<file path="src/rtl/approx_adder_pkg.sv">
// Shared types and helpers for the pipelined approximate adder.
// Holds the KW derivation, the LOA golden model and a saturating add.
package approx_adder_pkg;

    localparam int MAX_W = 32;

    function automatic int calc_kw(input int width);
        return $clog2(width + 1);
    endfunction

    // Lower-part-OR adder: k LSBs are a|b (cin folded into bit 0),
    // carry into the exact upper part is a[k-1]&b[k-1], or cin for k=0.
    // Operands must be zero-extended from their true width, k <= width.
    function automatic logic [MAX_W:0] loa_sum(
        input logic [MAX_W-1:0] a,
        input logic [MAX_W-1:0] b,
        input logic             cin,
        input int               k
    );
        logic [MAX_W:0] low;
        logic [MAX_W:0] upper;
        logic           c_up;
        low  = '0;
        c_up = cin;
        for (int i = 0; i < MAX_W; i++) begin
            if (i < k) low[i] = a[i] | b[i];
        end
        if (k > 0) begin
            low[0] = low[0] | cin;
            c_up   = a[k-1] & b[k-1];
        end
        upper = {1'b0, a >> k} + {1'b0, b >> k}
              + {{MAX_W{1'b0}}, c_up};
        return (upper << k) | low;
    endfunction

    // acc + add clipped to the largest w-bit value.
    function automatic logic [MAX_W-1:0] sat_add(
        input logic [MAX_W-1:0] acc,
        input logic [MAX_W-1:0] add,
        input int               w
    );
        logic [MAX_W:0] s;
        logic [MAX_W:0] lim;
        s   = {1'b0, acc} + {1'b0, add};
        lim = ({{MAX_W{1'b0}}, 1'b1} << w) - 1'b1;
        return (s > lim) ? lim[MAX_W-1:0] : s[MAX_W-1:0];
    endfunction

endpackage

</file>
<file path="src/rtl/approx_adder_if.sv">
// Operand/result valid-ready bundle for approx_adder_pipe.
// master = producer/consumer side, slave = the adder.
interface approx_adder_if
    import approx_adder_pkg::*;
#(
    parameter int WIDTH = 5,
    parameter int KW    = calc_kw(WIDTH)
);
    logic             in_valid;
    logic             in_ready;
    logic [WIDTH-1:0] in_a;
    logic [WIDTH-1:0] in_b;
    logic             in_cin;
    logic [KW-1:0]    cfg_k;
    logic             out_valid;
    logic             out_ready;
    logic [WIDTH:0]   out_sum;
    logic             out_err;

    modport master (
        output in_valid, in_a, in_b, in_cin, cfg_k, out_ready,
        input  in_ready, out_valid, out_sum, out_err
    );

    modport slave (
        input  in_valid, in_a, in_b, in_cin, cfg_k, out_ready,
        output in_ready, out_valid, out_sum, out_err
    );
endinterface

</file>
<file path="src/rtl/approx_adder_pipe_monitor.sv">
// approx_err_monitor: saturating mismatch count and |error| sum.
// Ports: clk, rst_n, clr, deliver, err, diff -> err_cnt, err_sum.
module approx_err_monitor
    import approx_adder_pkg::*;
#(
    parameter int DW    = 6,
    parameter int ERR_W = 16,
    parameter int CNT_W = 16
) (
    input  logic             clk,
    input  logic             rst_n,
    input  logic             clr,
    input  logic             deliver,
    input  logic             err,
    input  logic [DW-1:0]    diff,
    output logic [CNT_W-1:0] err_cnt,
    output logic [ERR_W-1:0] err_sum
);
    always_ff @(posedge clk or negedge rst_n) begin
        if (!rst_n) begin
            err_cnt <= '0;
            err_sum <= '0;
        end else if (clr) begin
            // clear beats a same-cycle delivery
            err_cnt <= '0;
            err_sum <= '0;
        end else if (deliver) begin
            err_cnt <= CNT_W'(sat_add(MAX_W'(err_cnt), MAX_W'(err), CNT_W));
            err_sum <= ERR_W'(sat_add(MAX_W'(err_sum), MAX_W'(diff), ERR_W));
        end
    end
endmodule

</file>
<file path="src/rtl/approx_adder_pipe.sv">
// Two-stage pipelined LOA adder with per-transaction k and error monitor.
// Ports: clk, rst_n, bus (operands/result), err_clr, err_cnt, err_sum.
module approx_adder_pipe
    import approx_adder_pkg::*;
#(
    parameter int WIDTH = 5,
    parameter int ERR_W = 16,
    parameter int CNT_W = 16
) (
    input  logic             clk,
    input  logic             rst_n,
    approx_adder_if.slave    bus,
    input  logic             err_clr,
    output logic [CNT_W-1:0] err_cnt,
    output logic [ERR_W-1:0] err_sum
);
    localparam int KW = calc_kw(WIDTH);

    logic             en;
    logic             deliver;
    logic [KW-1:0]    k_in;

    logic             s1_valid;
    logic [WIDTH-1:0] s1_a;
    logic [WIDTH-1:0] s1_b;
    logic             s1_cin;
    logic [KW-1:0]    s1_k;

    logic [WIDTH:0]   approx;
    logic [WIDTH:0]   exact;
    logic [WIDTH:0]   diff;
    logic [WIDTH:0]   s2_diff;

    // global stall: both stages move together
    assign en          = ~bus.out_valid | bus.out_ready;
    assign bus.in_ready = en;
    assign deliver     = bus.out_valid & bus.out_ready;

    assign k_in = (bus.cfg_k > KW'(WIDTH)) ? KW'(WIDTH) : bus.cfg_k;

    always_ff @(posedge clk or negedge rst_n) begin
        if (!rst_n) begin
            s1_valid <= 1'b0;
            s1_a     <= '0;
            s1_b     <= '0;
            s1_cin   <= 1'b0;
            s1_k     <= '0;
        end else if (en) begin
            s1_valid <= bus.in_valid;
            if (bus.in_valid) begin
                s1_a   <= bus.in_a;
                s1_b   <= bus.in_b;
                s1_cin <= bus.in_cin;
                s1_k   <= k_in;
            end
        end
    end

    always_comb begin
        approx = (WIDTH+1)'(loa_sum(MAX_W'(s1_a), MAX_W'(s1_b),
                                    s1_cin, int'(s1_k)));
        exact  = {1'b0, s1_a} + {1'b0, s1_b} + (WIDTH+1)'(s1_cin);
        diff   = (exact >= approx) ? exact - approx : approx - exact;
    end

    always_ff @(posedge clk or negedge rst_n) begin
        if (!rst_n) begin
            bus.out_valid <= 1'b0;
            bus.out_sum   <= '0;
            bus.out_err   <= 1'b0;
            s2_diff       <= '0;
        end else if (en) begin
            bus.out_valid <= s1_valid;
            if (s1_valid) begin
                bus.out_sum <= approx;
                bus.out_err <= (approx != exact);
                s2_diff     <= diff;
            end
        end
    end

    approx_err_monitor #(
        .DW    (WIDTH + 1),
        .ERR_W (ERR_W),
        .CNT_W (CNT_W)
    ) u_mon (
        .clk     (clk),
        .rst_n   (rst_n),
        .clr     (err_clr),
        .deliver (deliver),
        .err     (bus.out_err),
        .diff    (s2_diff),
        .err_cnt (err_cnt),
        .err_sum (err_sum)
    );
endmodule

</file>
<file path="src/flat_wrapper.sv">
// flat-port wrapper written by rule: the top's interface ports become plain ports
module approx_adder_pipe_flat import approx_adder_pkg::*;
#(
    parameter int WIDTH = 5,
    parameter int ERR_W = 16,
    parameter int CNT_W = 16
)
  (clk, rst_n, err_clr, err_cnt, err_sum, bus_in_valid, bus_in_a, bus_in_b, bus_in_cin, bus_cfg_k, bus_out_ready, bus_in_ready, bus_out_valid, bus_out_sum, bus_out_err);
  approx_adder_if #(.WIDTH(WIDTH)) bus_i ();
  input  logic clk;
  input  logic rst_n;
  input  logic err_clr;
  output logic [CNT_W-1:0] err_cnt;
  output logic [ERR_W-1:0] err_sum;
  input wire logic [$bits(bus_i.in_valid)-1:0] bus_in_valid;
  input wire logic [$bits(bus_i.in_a)-1:0] bus_in_a;
  input wire logic [$bits(bus_i.in_b)-1:0] bus_in_b;
  input wire logic [$bits(bus_i.in_cin)-1:0] bus_in_cin;
  input wire logic [$bits(bus_i.cfg_k)-1:0] bus_cfg_k;
  input wire logic [$bits(bus_i.out_ready)-1:0] bus_out_ready;
  output wire logic [$bits(bus_i.in_ready)-1:0] bus_in_ready;
  output wire logic [$bits(bus_i.out_valid)-1:0] bus_out_valid;
  output wire logic [$bits(bus_i.out_sum)-1:0] bus_out_sum;
  output wire logic [$bits(bus_i.out_err)-1:0] bus_out_err;
  assign bus_i.in_valid = bus_in_valid;
  assign bus_i.in_a = bus_in_a;
  assign bus_i.in_b = bus_in_b;
  assign bus_i.in_cin = bus_in_cin;
  assign bus_i.cfg_k = bus_cfg_k;
  assign bus_i.out_ready = bus_out_ready;
  assign bus_in_ready = bus_i.in_ready;
  assign bus_out_valid = bus_i.out_valid;
  assign bus_out_sum = bus_i.out_sum;
  assign bus_out_err = bus_i.out_err;
  approx_adder_pipe #(.WIDTH(WIDTH), .ERR_W(ERR_W), .CNT_W(CNT_W)) u_core (.clk(clk), .rst_n(rst_n), .bus(bus_i), .err_clr(err_clr), .err_cnt(err_cnt), .err_sum(err_sum));
endmodule
</file>
<file path="config.mk">
export PLATFORM = sky130hd
export DESIGN_NAME = approx_adder_pipe_flat
export DESIGN_NICKNAME = d
export VERILOG_FILES = /design/src/rtl/approx_adder_pkg.sv /design/src/rtl/approx_adder_if.sv /design/src/rtl/approx_adder_pipe_monitor.sv /design/src/rtl/approx_adder_pipe.sv /design/src/flat_wrapper.sv
export SDC_FILE = /design/constraint.sdc
export NUM_CORES = 1
export LEC_CHECK = 0
export CAP_MARGIN = 20
export CORE_AREA = 2 2 108 110
export DETAILED_ROUTE_END_ITERATION = 16
export DIE_AREA = 0 0 110 112
export PLACE_DENSITY_LB_ADDON = 0.12
export SYNTH_ARGS = -nofsm -noshare
export SYNTH_HDL_FRONTEND = slang
export SYNTH_SLANG_ARGS = --single-unit
</file>
<file path="constraint.sdc">
create_clock -name clk -period 5.9 [get_ports clk]
set_input_delay 1.475 -clock clk [delete_from_list [all_inputs] [get_ports clk]]
set_output_delay 1.475 -clock clk [all_outputs]
set_load 0.02 [all_outputs]
</file>
Word-level counts from Yosys, hierarchy flattened
Cells that the tools add are included.
- output and inout port bits: 41
- input port bits: 19
- word-level logic and storage cells: 70
- bits in registers: 61
- shift operators: 3
- reductions and logical operators: 3
- multiplexer cells: 21
- bitwise gates (word level): 11
- equality and inequality tests: 1
- add/subtract/negate cells: 9
- magnitude comparators: 11
- operators with widths (kind ; count):
    $mux 16 ; 6
    $shr 5x3->32 ; 2
    $gt 17x16->1 const B ; 2
    $add 32x32->33 ; 1
    $add 33x1->33 ; 1
    $shl 33x3->6 ; 1
    $lt 32x7->1 const B ; 1
    $add 16x1->17 ; 1
    $add 16x6->17 ; 1
    $sub 6x6->6 ; 2
    $mux 1 ; 11
    $bmux 1 s5 ; 2
    $or 1x1->1 ; 7
    $add 5x5->6 ; 1
    $add 6x1->6 ; 1
    $ge 6x6->1 ; 1
    $lt 1x3->1 const A ; 2
    $lt 2x3->1 const A ; 2
    $mux 6 ; 1
    $ne 6x6->1 ; 1
    $or 6x5->6 ; 1
    $reduce_and 2->1 ; 2
    $sub 3x1->4 const B ; 1
    $gt 3x1->1 const B ; 1
    6 further kinds ; 7

Depth between registers and ports, before layout
- depth after elaboration: 11
- gate-level depth with buffers: 25
- depth with buffers taken out: 23

By module
Synthesis repeated with hierarchy kept, for this count alone.
- cells, all modules: 515
- area, all modules: 4652.0 µm²
- by module, submodules not included (module ; sequential area each (µm²) ; cells an instance ; area an instance (µm²) ; times used):
    approx_adder_pipe ; 725.7 ; 307 ; 2661.3 ; 1
    approx_err_monitor ; 800.8 ; 208 ; 1990.7 ; 1

Worst setup path after synthesis
OpenSTA, ideal clock, no wires.
- path kind: reg-to-reg
- start: register u_core.s1_k[0]
- end: register u_core.s2_diff[5]
- clock period less this slack: 5.291 ns
- setup slack: 0.609 ns
- data required time: 5.780 ns
- setup time: 0.120 ns
- buffers on the path: 4
- data arrival time: 5.171 ns
- cell stages (with the launch flop): 23
- cells stage by stage: dfrtp_1 -> clkbuf_1 -> clkbuf_1 -> clkbuf_1 -> nor2_1 -> a211oi_1 -> a211oi_1 -> a21oi_1 -> fa_1 -> inv_1 -> fa_1 -> a21o_1 -> a21oi_1 -> xnor2_1 -> o41ai_1 -> a311o_1 -> ha_1 -> a21oi_1 -> nor2b_1 -> buf_6 -> mux2_4 -> or4_1 -> a41o_1
- cells in the longest elaborated chain, start to end: 11
- elaborated cells between the ends (all ways): 32
- those cells by class: add/sub: 5; order compare: 7; shift: 3; mux: 14; bitwise: 3
- ends and longest elaborated chain (what ; RTL line ; RTL):
    start: declaration ; approx_adder_pipe.sv:27 ; logic [KW-1:0] s1_k;
    start signal: assignment ; approx_adder_pipe.sv:54 ; s1_k <= k_in;
    $sub 3x1->4 ; approx_adder_pkg.sv:30 ; c_up = a[k-1] & b[k-1];
    $bmux 1 s5 ; approx_adder_pkg.sv:30 ;
    $mux 1 (implied by the code) (2 in series) ; approx_adder_pkg.sv:30 ;
    $and 1x1->1 ; approx_adder_pkg.sv:30 ;
    $mux 1 ; approx_adder_pkg.sv:28 ; if (k > 0) begin
    $add 33x1->33 ; approx_adder_pkg.sv:33 ; + {{MAX_W{1'b0}}, c_up};
    $shl 33x3->6 ; approx_adder_pkg.sv:34 ; return (upper << k) | low;
    $or 6x5->6 * ; approx_adder_pkg.sv:34 ;
    $sub 6x6->6 or $ge 6x6->1 (tied branches) ; approx_adder_pipe.sv:63 ; diff = (exact >= approx) ? exact - approx : approx - exact;
    $mux 6 * ; approx_adder_pipe.sv:63 ;
    end signal: assignment ; approx_adder_pipe.sv:77 ; s2_diff <= diff;
    end: declaration ; approx_adder_pipe.sv:32 ; logic [WIDTH:0] s2_diff;
Mark *: on every way between the ends. The rest lies on a longest branch, timed or not. The select of a mux whose other input is x is not followed.
A chain may end at the register's enable or synchronous reset.

Worst setup path in the final report
- start: register u_core.s1_k[0]
- end: register u_core.s2_diff[5]
- cells in the longest elaborated chain, start to end: 11
- elaborated cells between the ends (all ways): 32
- those cells by class: add/sub: 5; order compare: 7; shift: 3; mux: 14; bitwise: 3
- ends and longest elaborated chain (what ; RTL line ; RTL):
    $sub 3x1->4 ; approx_adder_pkg.sv:30 ;
    $bmux 1 s5 ; approx_adder_pkg.sv:30 ;
    $mux 1 (implied by the code) (2 in series) ; approx_adder_pkg.sv:30 ;
    $and 1x1->1 ; approx_adder_pkg.sv:30 ;
    $mux 1 ; approx_adder_pkg.sv:28 ;
    $add 33x1->33 ; approx_adder_pkg.sv:33 ;
    $shl 33x3->6 ; approx_adder_pkg.sv:34 ;
    $or 6x5->6 * ; approx_adder_pkg.sv:34 ;
    via u_core.approx[3] ; approx_adder_pipe.sv:29 ; logic [WIDTH:0] approx;
    $sub 6x6->6 or $ge 6x6->1 (tied branches) ; approx_adder_pipe.sv:63 ;
    $mux 6 * ; approx_adder_pipe.sv:63 ;
The timed path passes the listed nets; every way through them passes the cells marked *. The select of a mux whose other input is x is not followed.

==> flow_metrics.env <==
export IMPL_status="finished clean"
export IMPL_antenna_found_initial=0
export IMPL_grt_max_degree=62
export IMPL_power_switching_mw=0.909
export IMPL_tns_ps=0
export IMPL_drt_iter0_drc=211
export IMPL_ant_nets=0
export IMPL_grt_setup_unrepaired="false"
export IMPL_avgRoutedWirePerCell_um=15.5
export IMPL_gp_congestion=0.913
export IMPL_cts_tree="done"
export IMPL_seq_area_um2=1530
export IMPL_path_clk_slew_ps=50
export IMPL_fp_dieH_um=112
export IMPL_grt_pass1_wl_um=18700
export IMPL_r2r_cells=21
export IMPL_nNetsFinal=610
export IMPL_clockBufferDepth=2
export IMPL_dp_hpwl_um=7910
export IMPL_p_int_mw=1.36
export IMPL_final_setup_worst_slack_ps=531
export IMPL_grt_pass1_vias=3818
export IMPL_synth_compound_area_share_pct=18.9
export IMPL_rows=39
export IMPL_cap_violations=0
export IMPL_endpoint_kind="register"
export IMPL_synth_top_family_by_area="compound AO/OA/AOI/OAI gates"
export IMPL_holdCritPathClass="register to register"
export IMPL_first_pass_iters=4
export IMPL_finalWirelength_um=10800
export IMPL_insertion_delay_ps=340
export IMPL_p_leak_nw=2.41
export IMPL_cpMaxStageDelayCell="dfrtp_1"
export IMPL_synth_simple_area_share_pct=18.2
export IMPL_cts_sinks=61
export IMPL_synth_top_cell_by_area="dfrtp_1"
export IMPL_netlist_area_um2=4400
export IMPL_area_growth_pct=23.8
export IMPL_hold_viol=0
export IMPL_fp_dieArea_um2=12300
export IMPL_synth_top_area_share_pct=34.7
export IMPL_r2r_start="u_core.s1_k[0]"
export IMPL_pwr_share_clk_pct=23.5
export IMPL_num_antenna_cells=0
export IMPL_ctsHoldBuffers=0
export IMPL_power_share_sequential_pct=24.8
export IMPL_synth_mux_area_fraction_pct=7.91
export IMPL_synth_edff_count=0
export IMPL_multi_input_area_um2=2650
export IMPL_vdd_drop_max_uv=198
export IMPL_netlist_top_cells_count="dfrtp_1, nor2_1, nand2_1"
export IMPL_combPwrFrac_pct=51.7
export IMPL_grt_usage_pct=19.2
export IMPL_crit_end="u_core.s2_diff[5]"
export IMPL_grt_ovfl_total=0
export IMPL_vias=3822
export IMPL_avgSynthCellArea_um2=8.94
export IMPL_synth_distinct_cells=53
export IMPL_worstMarginPinSlew_ps=800
export IMPL_seq_area_frac_synth_pct=34.7
export IMPL_slew_headroom_pct=46.7
export IMPL_synth_fa_ha_area_share_pct=12.9
export IMPL_max_freq_mhz=186
export IMPL_cts_buffers=9
export IMPL_start_util_pct=39.4
export IMPL_synth_most_common_cell="dfrtp_1"
export IMPL_holdPathStages=2
export IMPL_io_pins=60
export IMPL_worst_setup_path_type="register to register"
export IMPL_yosysWarnings=0
export IMPL_clockRootBuffer="clkbuf_16"
export IMPL_skew_ps=5.17
export IMPL_path_common_cell="a21oi_1"
export IMPL_slew_viol_final=0
export IMPL_setup_viol_count_final=0
export IMPL_post_route_min_period_ps=5370
export IMPL_reg2reg_slack_ps=530
export IMPL_drc_errors=0
export IMPL_drive_gt1_share_pct=9.01
export IMPL_required_ps=6120
export IMPL_post_cts_buffers=0
export IMPL_design_core_area_um2=11200
export IMPL_worst_path_max_fanout=10
export IMPL_htreeDepth=3
export IMPL_mappedNetlistNets=552
export IMPL_dp_worst_setup_slack_ps=481
export IMPL_period_share_pct=91.0
export IMPL_synth_xor_area_share_pct=2.39
export IMPL_power_density_nw_per_um2=417
export IMPL_fillerInstances=1129
export IMPL_cpPeakStageDelay_ps=470
export IMPL_crit_chain="buf_4 > and3_1 > a31oi_1 > o311ai_0 > o21ai_0 > a21oi_1 > mux2i_1 > fa_1 > inv_1 > fa_1 > o21ai_0 > a21oi_1 > a21oi_1 > inv_1 > ha_1 > a21oi_1 > a31oi_2 > nor2b_2 > mux2_4 > or4_1 > a41o_1"
export IMPL_syn_instance_count=492
export IMPL_port_buffers=59
export IMPL_switching_share_pct=40.0
export IMPL_reg2reg_to="u_core.s2_diff[5]"
export IMPL_vias_per_cell=5.48
export IMPL_critPathArrivalTime_ps=5590
export IMPL_crit_start="u_core.s1_k[0]"
export IMPL_synth_area_leaders="dfrtp_1, ha_1, a21oi_1"
export IMPL_yosys_register_bits=61
export IMPL_worst_setup_path_start_kind="register"
export IMPL_ys_flop_type="dfrtp_1"
export IMPL_die_w_um=110
export IMPL_synthArstFlopShare_pct=100
through the flow:
| stage | power, mW | hold WS [ps] | utilization, % | cell area (um2) | instances |
|---|---|---|---|---|---|
| floorplan | 1.43 | 454 | - | 4400 | 492 |
| global placement | 1.75 | 468 | 46.0 | 5140 | 681 |
| detailed placement | 1.75 | 477 | 46.1 | 5150 | 682 |
| CTS | 2.29 | 491 | 48.7 | 5440 | 698 |
| global route | 2.46 | 516 | 48.7 | 5450 | 698 |
| finish | 2.27 | 483 | 48.7 | 5450 | 698 |
critical path: cells and delay by family, from the launching register on:
| family | cells | cell delay, ps |
|---|---|---|
| fa+ha+maj | 3 | 1210 |
| compound gates | 10 | 1900 |
| mux | 2 | 460 |
| buf+inv | 3 | 370 |
| flops | 1 | 470 |
| simple gates | 3 | 850 |
power groups by stage:
stage	Clock, mW	Combinational (mW)	Sequential (mW)
after floorplan	0	0.847	0.584
after global placement	0	1.18	0.569
after detailed placement	0	1.18	0.571
after CTS	0.546	1.18	0.563
after global routing	0.567	1.32	0.574
final	0.535	1.17	0.562
how the worst min path moves through the flow:
stage | from | endpoint | slack (ps)
final | u_core.s2_diff[3] | u_core.s2_diff[3] | 480
after floorplan | u_core.s2_diff[0] | u_core.s2_diff[0] | 450
after global placement | u_core.bus.out_sum[5] | u_core.bus.out_sum[5] | 470
after CTS | u_core.s2_diff[3] | u_core.s2_diff[3] | 490
after global routing | u_core.bus.out_sum[1] | u_core.bus.out_sum[1] | 520
after detailed placement | u_core.bus.out_sum[0] | u_core.bus.out_sum[0] | 480
cell type report:
type	count	share of cell area, %
clock inverters	4	0.873
well taps	143	3.29
flip-flops and latches	61	28.0
inverters	35	2.41
repair buffers	70	12.2
clock buffers	12	4.53
multi-input cells	373	48.7
metal layers:
layer	track usage [%]	routed length, um	vias to the layer above
li1	-	-	1898
met1	25.4	5060	1828
met2	30.7	5190	82
met3	3.04	398	14
met4	8.10	184	0
met5	0	0	-
registers in the layout, summed over array words and instances (netlist names), 3 cells and up:
register	count
u_core.u_mon.err_cnt	16
u_core.u_mon.err_sum	16
u_core.bus.out_sum	6
u_core.s2_diff	6
u_core.s1_a	5
u_core.s1_b	5
u_core.s1_k	3
cell families (layout without fill, tap and decap cells):
logic type / Yosys count / after routing
AO/OA/AOI/OAI: 128 / 128
XOR/XNOR: 12 / 12
adder cells (fa/ha/maj): 41 / 41
buffers and inverters: 58 / 121
flip-flops: 61 / 61
multiplexers: 30 / 30
AND/OR/NAND/NOR: 162 / 162
placed cells by master, fill, tap and decap left out, types with 11 or more instances in the layout:
cell and instances:
dfrtp_1 61, nand3_1 14, a21oi_1 32, ha_1 34, a211oi_1 16, mux2_2 14
inv_1 34, nor3_1 24, mux2i_1 13, nor2_1 39, and3_1 11, nand2_1 35
o21ai_0 32, clkdlybuf4s50_1 58
timing repair:
action	4_1_cts	5_1_grt
setup endpoints to repair	0	1
hold endpoints to repair	0	0
resized for setup	0	1
Note: power is estimated with default switching activity, not from simulation.
